<file path="config.mk">
export PLATFORM = sky130hd
export DESIGN_NAME = blink_period_meter_flat
export DESIGN_NICKNAME = d
export VERILOG_FILES = /design/src/rtl/blink_period_meter_pkg.sv /design/src/rtl/blink_period_meter_if.sv /design/src/rtl/blink_period_meter_edge_sync.sv /design/src/rtl/blink_period_meter.sv /design/src/flat_wrapper.sv
export SDC_FILE = /design/constraint.sdc
export NUM_CORES = 1
export LEC_CHECK = 0
export CORE_ASPECT_RATIO = 1.75
export CORE_MARGIN = 4
export CORE_UTILIZATION = 30
export CTS_CLUSTER_SIZE = 20
export DETAILED_ROUTE_END_ITERATION = 8
export GPL_TIMING_DRIVEN = 0
export PLACE_DENSITY = 0.55
export SKIP_LAST_GASP = 1
export SYNTH_ARGS = -nofsm -noshare
export SYNTH_HDL_FRONTEND = slang
export SYNTH_SLANG_ARGS = --single-unit
</file>
<file path="constraint.sdc">
create_clock -name CLOCK_50 -period 3.5 [get_ports CLOCK_50]
set_input_delay 1.05 -clock CLOCK_50 [delete_from_list [all_inputs] [get_ports CLOCK_50]]
set_output_delay 1.05 -clock CLOCK_50 [all_outputs]
set_load 0.005 [all_outputs]
</file>
<file path="src/rtl/blink_period_meter_pkg.sv">
// Shared definitions for the blink period meter and its companion blinker.
//
// Contents:
//   state_e        measurement FSM state encoding
//   CNT_W_DEF      default cycle-counter / result width
//   BLINK_TOGGLE   half-period of the reference blinker, in CLOCK_50 cycles
//   EXPECTED_DEF   default expected full period (one high plus one low phase)
package blink_pkg;

  typedef enum logic [1:0] {
    StIdle,
    StMeasure,
    StStuck
  } state_e;

  localparam int unsigned CNT_W_DEF    = 32;
  // The blinker toggles its LED every BLINK_TOGGLE cycles.
  localparam int unsigned BLINK_TOGGLE = 5001;
  localparam int unsigned EXPECTED_DEF = 2 * BLINK_TOGGLE;

endpackage

</file>
<file path="src/rtl/blink_period_meter_if.sv">
// Measurement bundle between the meter and whatever consumes its results.
//
// Signals:
//   sig_in        asynchronous square wave fed into the meter
//   period        cycles between the last two accepted rising edges
//   high_time     cycles from the last accepted rising edge to the next falling edge
//   meas_valid    one-cycle pulse when period / period_match update
//   period_match  period is within tolerance of the expected value
//   stuck         no rising edge seen within the timeout
//
// Modports:
//   master  the meter: takes sig_in, drives the results
//   slave   the environment: drives sig_in, observes the results
interface blink_period_meter_if #(
  parameter int unsigned CNT_W = 32
) ();

  logic             sig_in;
  logic [CNT_W-1:0] period;
  logic [CNT_W-1:0] high_time;
  logic             meas_valid;
  logic             period_match;
  logic             stuck;

  modport master (
    input  sig_in,
    output period,
    output high_time,
    output meas_valid,
    output period_match,
    output stuck
  );

  modport slave (
    output sig_in,
    input  period,
    input  high_time,
    input  meas_valid,
    input  period_match,
    input  stuck
  );

endinterface

</file>
<file path="src/rtl/blink_period_meter_edge_sync.sv">
// Multi-flop synchronizer followed by a single-cycle rise/fall detector.
//
// Ports:
//   CLOCK_50  system clock
//   reset     synchronous, active-high; clears all flops to 0
//   sig_in    asynchronous input
//   rise      one-cycle pulse: synchronized input went 0 -> 1
//   fall      one-cycle pulse: synchronized input went 1 -> 0
//
// SYNC_STAGES must be at least 2.
module edge_sync #(
  parameter int unsigned SYNC_STAGES = 2
) (
  input  logic CLOCK_50,
  input  logic reset,
  input  logic sig_in,
  output logic rise,
  output logic fall
);

  logic [SYNC_STAGES-1:0] sync_q;
  logic                   sig_s;
  logic                   sig_d_q;

  assign sig_s = sync_q[SYNC_STAGES-1];

  always_ff @(posedge CLOCK_50) begin
    if (reset) begin
      sync_q  <= '0;
      sig_d_q <= 1'b0;
    end else begin
      sync_q  <= {sync_q[SYNC_STAGES-2:0], sig_in};
      sig_d_q <= sig_s;
    end
  end

  assign rise = sig_s & ~sig_d_q;
  assign fall = ~sig_s & sig_d_q;

endmodule

</file>
<file path="src/rtl/blink_period_meter.sv">
// Measures period and high time of an asynchronous square wave in CLOCK_50
// cycles, flags whether the period is within TOL of EXPECTED, and flags a
// stuck input when no rising edge arrives within TIMEOUT cycles.
//
// Ports:
//   CLOCK_50  system clock (50 MHz)
//   reset     synchronous, active-high
//   bus       blink_period_meter_if.master: sig_in in; period, high_time,
//             meas_valid, period_match, stuck out
//
// The interface instance must be built with the same CNT_W as this module.
// TIMEOUT and SYNC_STAGES must each be at least 2.
module blink_period_meter
  import blink_pkg::*;
#(
  parameter int unsigned CNT_W       = CNT_W_DEF,
  parameter int unsigned EXPECTED    = EXPECTED_DEF,
  parameter int unsigned TOL         = 2,
  parameter int unsigned TIMEOUT     = 50000000,
  parameter int unsigned SYNC_STAGES = 2
) (
  input logic                  CLOCK_50,
  input logic                  reset,
  blink_period_meter_if.master bus
);

  // Interval arithmetic is one bit wider so neither the +1 at saturation nor
  // the |interval - EXPECTED| subtraction can wrap.
  localparam int unsigned CW1 = CNT_W + 1;
  localparam logic [CNT_W:0] EXP_X     = CW1'(EXPECTED);
  localparam logic [CNT_W:0] TOL_X     = CW1'(TOL);
  localparam logic [CNT_W:0] TIMEOUT_X = CW1'(TIMEOUT);

  logic rise;
  logic fall;

  edge_sync #(
    .SYNC_STAGES(SYNC_STAGES)
  ) u_edge_sync (
    .CLOCK_50(CLOCK_50),
    .reset   (reset),
    .sig_in  (bus.sig_in),
    .rise    (rise),
    .fall    (fall)
  );

  // Cycle counter: interval between two events is cnt + 1.
  logic [CNT_W-1:0] cnt_q, cnt_d;
  logic [CNT_W:0]   interval;
  logic             timeout_hit;

  assign interval    = {1'b0, cnt_q} + {{CNT_W{1'b0}}, 1'b1};
  assign timeout_hit = (interval >= TIMEOUT_X);

  always_comb begin
    cnt_d = cnt_q;
    if (rise) begin
      cnt_d = '0;
    end else if (!(&cnt_q)) begin
      cnt_d = interval[CNT_W-1:0];
    end
  end

  always_ff @(posedge CLOCK_50) begin
    if (reset) begin
      cnt_q <= '0;
    end else begin
      cnt_q <= cnt_d;
    end
  end

  // Match comparator on the interval ending at this cycle's rise.
  logic [CNT_W:0] abs_diff;
  logic           match_now;

  always_comb begin
    if (interval >= EXP_X) begin
      abs_diff = interval - EXP_X;
    end else begin
      abs_diff = EXP_X - interval;
    end
    match_now = (abs_diff <= TOL_X);
  end

  // FSM: state register.
  state_e state_q, state_d;

  always_ff @(posedge CLOCK_50) begin
    if (reset) begin
      state_q <= StIdle;
    end else begin
      state_q <= state_d;
    end
  end

  // FSM: next state. A rise always beats the timeout in the same cycle.
  always_comb begin
    state_d = state_q;
    unique case (state_q)
      StIdle: begin
        if (rise) begin
          state_d = StMeasure;
        end else if (timeout_hit) begin
          state_d = StStuck;
        end
      end
      StMeasure: begin
        if (!rise && timeout_hit) begin
          state_d = StStuck;
        end
      end
      StStuck: begin
        if (rise) begin
          state_d = StMeasure;
        end
      end
      default: state_d = StIdle;
    endcase
  end

  // FSM: outputs. Only rises/falls seen in MEASURE produce results; the first
  // rise after IDLE or STUCK just re-arms, so that partial interval is dropped.
  logic load_period;
  logic load_high;
  logic stuck_o;

  always_comb begin
    load_period = 1'b0;
    load_high   = 1'b0;
    stuck_o     = 1'b0;
    unique case (state_q)
      StIdle: ;
      StMeasure: begin
        load_period = rise;
        load_high   = fall;
      end
      StStuck: stuck_o = 1'b1;
      default: ;
    endcase
  end

  // Result registers.
  logic [CNT_W-1:0] period_q, period_d;
  logic [CNT_W-1:0] high_q, high_d;
  logic             match_q, match_d;
  logic             valid_q;

  always_comb begin
    period_d = period_q;
    match_d  = match_q;
    high_d   = high_q;
    if (load_period) begin
      period_d = interval[CNT_W-1:0];
      match_d  = match_now;
    end
    if (load_high) begin
      high_d = interval[CNT_W-1:0];
    end
  end

  always_ff @(posedge CLOCK_50) begin
    if (reset) begin
      period_q <= '0;
      high_q   <= '0;
      match_q  <= 1'b0;
      valid_q  <= 1'b0;
    end else begin
      period_q <= period_d;
      high_q   <= high_d;
      match_q  <= match_d;
      valid_q  <= load_period;
    end
  end

  assign bus.period       = period_q;
  assign bus.high_time    = high_q;
  assign bus.period_match = match_q;
  assign bus.meas_valid   = valid_q;
  assign bus.stuck        = stuck_o;

endmodule

</file>
<file path="src/flat_wrapper.sv">
// flat-port wrapper written by rule: the top's interface ports become plain ports
module blink_period_meter_flat import blink_pkg::*;
#(
  parameter int unsigned CNT_W       = CNT_W_DEF,
  parameter int unsigned EXPECTED    = EXPECTED_DEF,
  parameter int unsigned TOL         = 2,
  parameter int unsigned TIMEOUT     = 50000000,
  parameter int unsigned SYNC_STAGES = 2
)
  (CLOCK_50, reset, bus_sig_in, bus_period, bus_high_time, bus_meas_valid, bus_period_match, bus_stuck);
  blink_period_meter_if #(.CNT_W(CNT_W)) bus_i ();
  input logic CLOCK_50;
  input logic reset;
  input wire logic [$bits(bus_i.sig_in)-1:0] bus_sig_in;
  output wire logic [$bits(bus_i.period)-1:0] bus_period;
  output wire logic [$bits(bus_i.high_time)-1:0] bus_high_time;
  output wire logic [$bits(bus_i.meas_valid)-1:0] bus_meas_valid;
  output wire logic [$bits(bus_i.period_match)-1:0] bus_period_match;
  output wire logic [$bits(bus_i.stuck)-1:0] bus_stuck;
  assign bus_i.sig_in = bus_sig_in;
  assign bus_period = bus_i.period;
  assign bus_high_time = bus_i.high_time;
  assign bus_meas_valid = bus_i.meas_valid;
  assign bus_period_match = bus_i.period_match;
  assign bus_stuck = bus_i.stuck;
  blink_period_meter #(.CNT_W(CNT_W), .EXPECTED(EXPECTED), .TOL(TOL), .TIMEOUT(TIMEOUT), .SYNC_STAGES(SYNC_STAGES)) u_core (.CLOCK_50(CLOCK_50), .reset(reset), .bus(bus_i));
endmodule
</file>
## Word-level counts from Yosys, hierarchy flattened

Index checks and enable logic that the tools add are counted.

| word-level totals | value |
|---|---|
| flip-flop bits (word level) | 103 |
| output and inout bits | 67 |
| logic and storage cells | 38 |

| operators by class | value |
|---|---|
| $add $sub $neg | 3 |
| magnitude comparators | 3 |
| eq/ne operators | 5 |
| muxes and demuxes | 9 |
| bitwise logic cells | 4 |
| reduce and logical (&&, ||, !) cells | 6 |

Operator list:

| kind | number |
|---|---|
| 32-bit by 1-bit adder with 33-bit output, second input constant | 1 |
| 33-bit by 14-bit >= comparator with 1-bit output, second input constant | 1 |
| 33-bit by 26-bit >= comparator with 1-bit output, second input constant | 1 |
| 33-bit by 2-bit <= comparator with 1-bit output, second input constant | 1 |
| 33-bit 2-to-1 mux | 1 |
| 14-bit by 33-bit subtractor with 33-bit output, first input constant | 1 |
| 33-bit by 14-bit subtractor with 33-bit output, second input constant | 1 |
| 32-bit AND reduction | 1 |
| 2-bit 2-to-1 mux | 4 |
| 2-bit case mux with 3 select lines | 1 |
| 2-bit by 1-bit != test with 1-bit output, second input constant | 2 |
| 1-bit 2-to-1 mux | 3 |
| 3-bit by 1-bit != test with 1-bit output, second input constant | 1 |
| 3-bit AND reduction | 1 |
| 1-bit bitwise AND | 2 |
| 2-bit by 1-bit equality test with 1-bit output, second input constant | 1 |
| 2-bit equality test, second input constant | 1 |
| 2-bit logical NOT | 1 |
| 1-bit inverter | 2 |
| 2-bit OR reduction | 1 |
| 1-bit logical AND | 1 |
| 1-bit logical NOT | 1 |

## Depth between registers and ports, before layout

Gate-level depths: netlist of run 1.

| logic depth | value |
|---|---|
| depth after elaboration | 6 |
| gate-level depth with buffers | 15 |
| gate-level depth less buffers | 14 |

## By module

A second synthesis of run 1 with hierarchy kept.

| unflattened totals | value |
|---|---|
| cells, all modules | 698 |
| area total of the unflattened synthesis | 5854.4 um^2 |

Modules (own cells, without submodules):

| module | instances | cells an instance | area an instance (um^2) | sequential area each (um^2) |
|---|---|---|---|---|
| blink_period_meter | 1 | 690 | 5763.0 | 2001.9 |
| edge_sync | 1 | 8 | 91.3 | 60.1 |

## Worst setup path after synthesis of run 1

No wires, ideal clock.

| timing path | value |
|---|---|
| kind | reg2reg |
| from | register u_core.cnt_q[0] |
| to | register u_core.match_q, in the netlist u_core.bus.period_match |
| library setup time | 0.069 ns |
| arrival time | 3.566 ns |
| required time | 3.431 ns |
| setup slack | -0.135 ns |
| cell stages (with the launch flop) | 15 |
| cell sequence | dfxtp_1 > ha_1 > buf_2 > xnor2_1 > ha_1 > a21oi_1 > o211ai_1 > a21oi_2 > or3_1 > buf_6 > or4_4 > o211ai_2 > o2111a_1 > nand4_1 > o21ai_1 |

| between the ends | value |
|---|---|
| cells in the longest elaborated chain, start to end | 4 |
| elaborated cells on any way between the ends | 6 |

RTL lines:

| what | line | source |
|---|---|---|
| start: declaration | blink_period_meter.sv:48 | `logic [CNT_W-1:0] cnt_q, cnt_d;` |
| start signal: assignment | blink_period_meter.sv:68 | `cnt_q <= cnt_d;` |
| 32-bit by 1-bit adder with 33-bit output (*) | blink_period_meter.sv:52 | `assign interval = {1'b0, cnt_q} + {{CNT_W{1'b0}}, 1'b1};` |
| 14-bit by 33-bit subtractor with 33-bit output, or another cell as far along | blink_period_meter.sv:80 | `abs_diff = EXP_X - interval;` |
| 33-bit 2-to-1 mux (*) | blink_period_meter.sv:77 | `if (interval >= EXP_X) begin` |
| 33-bit by 2-bit <= comparator with 1-bit output (*) | blink_period_meter.sv:82 | `match_now = (abs_diff <= TOL_X);` |
| end signal: assignment | blink_period_meter.sv:170 | `match_q <= match_d;` |
| end: declaration | blink_period_meter.sv:145 | `logic match_q, match_d;` |

Mark *: on every way between the ends. The rest lies on a longest branch, timed or not.
A chain may end at the register's enable or synchronous reset.

## Final worst setup path of run 1

Ends and elaborated chain as after synthesis.

==> results.sh, run 1 <==
export IMPL_outcome="complete, but fails checks"
export IMPL_violations="negative setup slack"
export IMPL_post_route_period_util=1.020
export IMPL_worst_hold_startpoint="u_core.u_edge_sync.sync_q[0]"
export IMPL_synthDistinctLibCells=68
export IMPL_place_detailed_hpwl_um=16180
export IMPL_cts_sinks=103
export IMPL_finalCriticalPeriod_ns=3.571
export IMPL_pwr_share_seq=0.497
export IMPL_design_final_nets=853
export IMPL_netlist_area_leader_share=0.3586
export IMPL_finish_cell_count_without_fillers=1087
export IMPL_ctsLongestPathBuffers=2
export IMPL_crit_fanout=5
export IMPL_core_area_mm2=0.01875
export IMPL_cell_area_after_technology_mapping_mm2=0.005751
export IMPL_design_die_area_mm2=0.02154
export IMPL_synthDominantAreaCellType="dfxtp_1"
export IMPL_design_portCount=70
export IMPL_final_cell_mix="97 x dfxtp_1, 93 x nor2_1, 70 x a211oi_1"
export IMPL_firstDrtPassIters=5
export IMPL_register_bit_count_reported_by_yosys=103
export IMPL_power_frac_comb=0.075
export IMPL_synth_edff_count=0
export IMPL_fmaxAchievable_ghz=0.2800
export IMPL_worst_setup_path_end_kind="register"
export IMPL_htree_levels=3
export IMPL_n_antenna_cell=0
export IMPL_skew_ns=0.01301
export IMPL_drt_drc_violations_left=0
export IMPL_destination_of_the_worst_register_to_register_timing_path="u_core.bus.period_match"
export IMPL_wire_length_of_the_first_global_routing_pass_um=33670
export IMPL_synthesis_nets=713
export IMPL_grt_start_max_net_pins=20
export IMPL_power_spent_charging_and_discharging_nets_mw=0.6333
export IMPL_internal_power_mw=1.765
export IMPL_maxSlewHeadroom=0.3046
export IMPL_synth_main_ff_cell="dfxtp_1"
export IMPL_cpPeakStageDelay_ns=0.60
export IMPL_synth_area_top_cells="dfxtp_1 36%, a211oi_1 9.5%, nor2_1 6.3%, a21oi_1 5.6%, xnor2_1 4.1%"
export IMPL_p_leak_nw=2.794
export IMPL_ir_drop_mv=0.2206
export IMPL_clock_tree_root_cell="clkbuf_16"
export IMPL_clk_latency_worst_skew_pair_ns=0.36
export IMPL_tightest_slew_ns=1.036
export IMPL_first_iter_violations=298
export IMPL_die_height_um=191.2
export IMPL_final_antenna_net_count=0
export IMPL_final_max_slew_violation_count=0
export IMPL_postSynthAreaPerCell_um2=8.168
export IMPL_cp_slowest_cell="or4_4"
export IMPL_async_reset_ff_frac=0
export IMPL_min_path_cells=1
export IMPL_dieWidth_um=112.7
export IMPL_switching_share=0.2640
export IMPL_syn2layout_area_growth_pct=40.67
export IMPL_grt_setup_unrepaired="yes"
export IMPL_synth_seq_area_share=0.3586
export IMPL_synth_yosys_warnings=0
export IMPL_worst_ep_required_time_ns=3.75
export IMPL_placementRows=66
export IMPL_cts_buffers_inserted=9
export IMPL_globalRouteOverflowTotal=0
export IMPL_hp_class="reg -> reg"
export IMPL_route_final_wire_length_um=22270
export IMPL_reg2reg_slack_ns=-0.07
export IMPL_cell_by_cell_listing_of_the_critical_path="ha_4, nand3_4, or4_4, o31a_1, nor4_4, o211ai_1, or3_4, buf_8, nor2_8, buf_6, buf_4, a31oi_1, o2111a_1, nand4_1, o21ai_1"
export IMPL_initial_utilization=0.3068
export IMPL_multi_input_comb_area_mm2=0.003908
export IMPL_portBuffers=68
export IMPL_worst_ep_arrival_time_ns=3.82
export IMPL_grt_pass1_vias=5934
export IMPL_fillerInstances=1864
export IMPL_final_report_hold_violation_count=0
export IMPL_final_layout_size_suffix_gt1_frac=0.2297
export IMPL_power_per_cell_area_mw_per_mm2=296.5
export IMPL_min_to="u_core.u_edge_sync.sync_q[1]"
export IMPL_gate_count_after_technology_mapping=704
export IMPL_antenna_found_initial=0
export IMPL_r2r_start="u_core.cnt_q[0]"
export IMPL_cts_reportedPaths_clkPinSlew_ns=0.08
export IMPL_worst_setup_path_type="reg -> reg"
export IMPL_place_detailed_instances=1010
export IMPL_setup_worst_path_start_class="register"
export IMPL_r2r_cells=15
export IMPL_holdWs_ns=0.4480
export IMPL_route_vias_total=6114
export IMPL_area_sequential_mm2=0.002074
export IMPL_post_route_worst_setup_slack_ns=-0.07094
export IMPL_final_wtd_congestion=0.9038
export IMPL_share_clk_of_total_power=0.427
export IMPL_post_drt_wl_per_cell_um=20.48
export IMPL_avgViaCountPerCell=5.625
export IMPL_tritoncts="yes"
export IMPL_grt_usage=0.2010
export IMPL_timing_final_setup_violations=1
export IMPL_drv_cap=0
export IMPL_mostFrequentLayoutCell="dfxtp_1"
-- routing by layer --
| layer | vias to the layer above | routed length, µm | global-route usage |
|---|---|---|---|
| met2 | 212 | 11730 | 0.3763 |
| li1 | 2879 | - | - |
| met5 | - | 0 | 0 |
| met3 | 97 | 860 | 0.03073 |
| met1 | 2926 | 7964 | 0.2017 |
| met4 | 0 | 1711 | 0.1323 |
-- critical path: cells and delay by family (launching register included) --
kind | cells | cell delay, ns
compound gates | 5 | 0.94
buf+inv | 3 | 0.39
fa+ha+maj | 1 | 0.16
flops | 1 | 0.39
simple gates | 6 | 1.57
-- Yosys cell counts, drive strengths merged, types with 11 or more instances --
cell    number
dfxtp      103
and3        11
a21oi       65
a211oi      73
nor2        98
nand3       21
o21ai       12
buf         20
nand2       27
xnor2       27
clkbuf      38
nor4        16
xor2        15
nor3        21
nand4       20
o211ai      11
inv         11
-- repair_timing --
| action | in CTS | in global routing |
|---|---|---|
| hold buffers | 0 | 0 |
| cloned | 1 | 0 |
| setup endpoints to repair | 3 | 3 |
| resized for setup | 75 | 47 |
| pin swaps | 31 | 28 |
| setup buffers | 35 | 27 |
-- cell families (layout without fill, tap and decap cells) --
| family | count (synthesis) | count (layout) | synth area share |
|---|---|---|---|
| multiplexers | 5 | 5 | 0.009138 |
| XOR/XNOR | 42 | 42 | 0.06397 |
| adder cells (fa/ha/maj) | 6 | 6 | 0.01305 |
| AND/OR/NAND/NOR | 259 | 259 | 0.2406 |
| buffers and inverters | 69 | 214 | 0.05330 |
| flip-flops | 103 | 103 | 0.3586 |
| AO/OA/AOI/OAI | 220 | 220 | 0.2613 |
-- power groups by stage --
stage	registers [mW]	clock network [mW]	logic, mW
global placement	1.22	0	0.152
CTS	1.19	1.05	0.168
finish	1.19	1.03	0.181
global route	1.19	1.09	0.196
floorplan	1.22	0	0.100
detailed placement	1.22	0	0.152
-- layout make-up --
cell class | instances | share of cell area
tap | 238 | 0.03681
clock inverter | 6 | 0.007734
multi-input combinational | 532 | 0.4831
inverter | 11 | 0.005104
timing repair buffer | 131 | 0.1440
clock buffer | 10 | 0.02831
sequential | 103 | 0.2565
buffer | 56 | 0.03852
-- sequential cells by signal, summed over array words and instances, names as in the netlist --
name,flops
u_core.cnt_q,32
u_core.state_q,2
u_core.u_edge_sync.sync_q,2
u_core.u_edge_sync.sig_d_q,1
u_core.bus.period,32
u_core.bus.meas_valid,1
u_core.bus.high_time,32
u_core.bus.period_match,1
-- per-stage QoR --
stage,power [mW],TNS [ns],area (µm²),util,setup slack (ns)
floorplan,1.319,0,5777,-,0.01063
global placement,1.372,-1.819,6755,0.3604,-1.380
detailed placement,1.372,-1.746,6755,0.3604,-1.335
CTS,2.407,-0.01288,7706,0.4111,-0.01288
global route,2.477,-0.2018,8089,0.4315,-0.1863
finish,2.399,-0.07094,8089,0.4315,-0.07094
-- worst max-delay path by stage --
stage | from | end | slack, ns | cells after the start
floorplan | u_core.cnt_q[0] | u_core.bus.period_match | 0.01 | 14
global placement | u_core.cnt_q[0] | u_core.bus.period_match | -1.38 | 13
detailed placement | u_core.cnt_q[0] | u_core.bus.period_match | -1.33 | 13
CTS | u_core.cnt_q[0] | u_core.bus.period_match | -0.01 | 13
global route | u_core.cnt_q[0] | u_core.bus.period_match | -0.19 | 16
finish | u_core.cnt_q[0] | u_core.bus.period_match | -0.07 | 15
Power figures use the tool's default switching activity.
==> inputs of run 2 (changes only) <==
--- a/config.mk
+++ b/config.mk
@@ -11,6 +11,7 @@
 export CTS_CLUSTER_SIZE = 20
 export DETAILED_ROUTE_END_ITERATION = 8
 export GPL_TIMING_DRIVEN = 0
+export MAX_ROUTING_LAYER = met4
 export PLACE_DENSITY = 0.55
 export SKIP_LAST_GASP = 1
 export SYNTH_ARGS = -nofsm -noshare
==> run 2 against run 1 <==
The run now ends clean. Clock skew decreased by 0.0051 ns. Routed wire length rose by 0.17%. Via count shrank 1.7%. Fmax increased by 2.1%. Global-route usage up 0.60 points. Sequential share of layout area increased by 0.31 points. Hold slack got worse by 0.0014 ns. Utilization fell by 0.53 points. Register-to-register slack gained 0.07 ns. First-iteration DRC count is 39% higher. Critical path type unchanged.
==> results.sh, run 2 (synthesis gave the netlist of run 1 again) <==
export IMPL_outcome="complete, no violations"
export IMPL_tritoncts="yes"
export IMPL_grt_setup_unrepaired="yes"
export IMPL_final_wtd_congestion=0.9051
export IMPL_crit_fanout=10
export IMPL_fillerInstances=1886
export IMPL_place_detailed_hpwl_um=16160
export IMPL_grt_pass1_vias=5774
export IMPL_worst_ep_required_time_ns=3.79
export IMPL_power_frac_comb=0.075
export IMPL_maxSlewHeadroom=0.3067
export IMPL_ir_drop_mv=0.2016
export IMPL_multi_input_comb_area_mm2=0.003935
export IMPL_holdBufCountCts=0
export IMPL_mostFrequentLayoutCell="dfxtp_1"
export IMPL_finalCriticalPeriod_ns=3.498
export IMPL_dieWidth_um=112.7
export IMPL_design_portCount=70
export IMPL_setup_worst_path_start_class="register"
export IMPL_clock_tree_root_cell="clkbuf_16"
export IMPL_final_max_slew_violation_count=0
export IMPL_cts_buffers_inserted=9
export IMPL_detailedPlace_worstSlack_ns=-1.368
export IMPL_post_route_period_util=0.9995
export IMPL_power_per_cell_area_mw_per_mm2=299.2
export IMPL_holdWs_ns=0.4466
export IMPL_placementRows=66
export IMPL_die_height_um=191.2
export IMPL_internal_power_mw=1.763
export IMPL_first_iter_violations=413
export IMPL_n_antenna_cell=0
export IMPL_worst_setup_path_end_kind="register"
export IMPL_avgViaCountPerCell=5.605
export IMPL_final_antenna_net_count=0
export IMPL_antenna_found_initial=0
export IMPL_power_spent_charging_and_discharging_nets_mw=0.6274
export IMPL_portBuffers=68
export IMPL_switching_share=0.2625
export IMPL_fin_total_pwr_mw=2.390
export IMPL_grt_start_max_net_pins=20
export IMPL_final_report_hold_violation_count=0
export IMPL_worst_ep_arrival_time_ns=3.79
export IMPL_timing_final_setup_violations=0
export IMPL_htree_levels=3
export IMPL_design_die_area_mm2=0.02154
export IMPL_final_setup_tns_ns=0
export IMPL_area_sequential_mm2=0.002073
export IMPL_initial_utilization=0.3068
export IMPL_firstDrtPassIters=8
export IMPL_worst_setup_path_type="reg -> reg"
export IMPL_core_area_mm2=0.01875
export IMPL_design_final_nets=838
export IMPL_drv_cap=0
export IMPL_route_vias_total=6009
export IMPL_hp_class="reg -> reg"
export IMPL_final_cell_mix="98 x dfxtp_1, 93 x nor2_1, 69 x a211oi_1"
export IMPL_wire_length_of_the_first_global_routing_pass_um=33790
export IMPL_globalRouteOverflowTotal=0
export IMPL_skew_ns=0.007942
export IMPL_tightest_slew_ns=1.038
export IMPL_grt_usage=0.2071
export IMPL_p_leak_nw=2.750
export IMPL_share_clk_of_total_power=0.426
export IMPL_cts_reportedPaths_clkPinSlew_ns=0.08
export IMPL_clk_latency_worst_skew_pair_ns=0.36
export IMPL_syn2layout_area_growth_pct=38.93
export IMPL_fmaxAchievable_ghz=0.2859
export IMPL_pwr_share_seq=0.499
export IMPL_post_route_worst_setup_slack_ns=0.001922
export IMPL_final_layout_size_suffix_gt1_frac=0.2146
export IMPL_drt_drc_violations_left=0
export IMPL_route_final_wire_length_um=22300
export IMPL_ctsLongestPathBuffers=2
export IMPL_cts_sinks=103
export IMPL_post_drt_wl_per_cell_um=20.81
-- run 2: worst paths after layout --
check | from | endpoint | slack (ns) | cells after the start
setup / recovery | u_core.cnt_q[1] | u_core.bus.period_match | 0.002 | 14
setup reg to reg | u_core.cnt_q[1] | u_core.bus.period_match | 0.002 | 14
hold / removal | u_core.u_edge_sync.sync_q[0] | u_core.u_edge_sync.sync_q[1] | 0.45 | 1
hold reg to reg | u_core.u_edge_sync.sync_q[0] | u_core.u_edge_sync.sync_q[1] | 0.45 | 1
-- run 2: timing repair --
| item | in CTS | in global routing |
|---|---|---|
| resized for setup | 81 | 37 |
| endpoints found under the setup margin | 3 | 3 |
| buffers inserted | 31 | 16 |
| cloned | 1 | 0 |
| hold endpoints to repair | 0 | 0 |
| pin swaps | 33 | 25 |
-- run 2: final cells by class --
cell class	count	share of cell area
multi-input combinational	532	0.4926
tap	238	0.03727
clock buffer	10	0.02866
timing repair buffer	116	0.1308
buffer	56	0.03821
clock inverter	6	0.007831
inverter	11	0.005168
sequential	103	0.2595
-- run 2: stage by stage --
step / area (µm²) / std cells / utilization
finish: 7989 / 1072 / 0.4262
global route: 7989 / 1072 / 0.4262
CTS: 7706 / 1058 / 0.4111
detailed placement: 6755 / 1010 / 0.3604
global placement: 6755 / 1010 / 0.3604
floorplan: 5777 / 704 / -
-- run 2: critical path, stage by stage, from the launching register on --
cell and delay [ns]:
dfxtp_4 0.37, buf_4 0.15, nand4_1 0.09, buf_4 0.17, buf_4 0.19, nor4_2 0.40
xnor2_2 0.20, nor4_2 0.39, a31oi_1 0.16, clkbuf_4 0.23, nand2_1 0.22, a211oi_2 0.16
a2111oi_4 0.37, nand4_1 0.17, o21ai_1 0.15
-- run 2: routing by layer --
layer / up-vias / GRT usage / part of all wire
met3: 81 / 0.02312 / 0.033
met4: 0 / 0.1231 / 0.071
met5: - / - / 0
met1: 2888 / 0.2123 / 0.37
li1: 2848 / - / -
met2: 192 / 0.3751 / 0.53
-- run 2: power by group through the flow --
stage / Sequential (mW) / Combinational (mW) / Clock (mW)
after global routing: 1.19 / 0.191 / 1.08
after CTS: 1.19 / 0.169 / 1.04
after global placement: 1.22 / 0.153 / 0
final: 1.19 / 0.179 / 1.02
after detailed placement: 1.22 / 0.153 / 0
after floorplan: 1.22 / 0.100 / 0
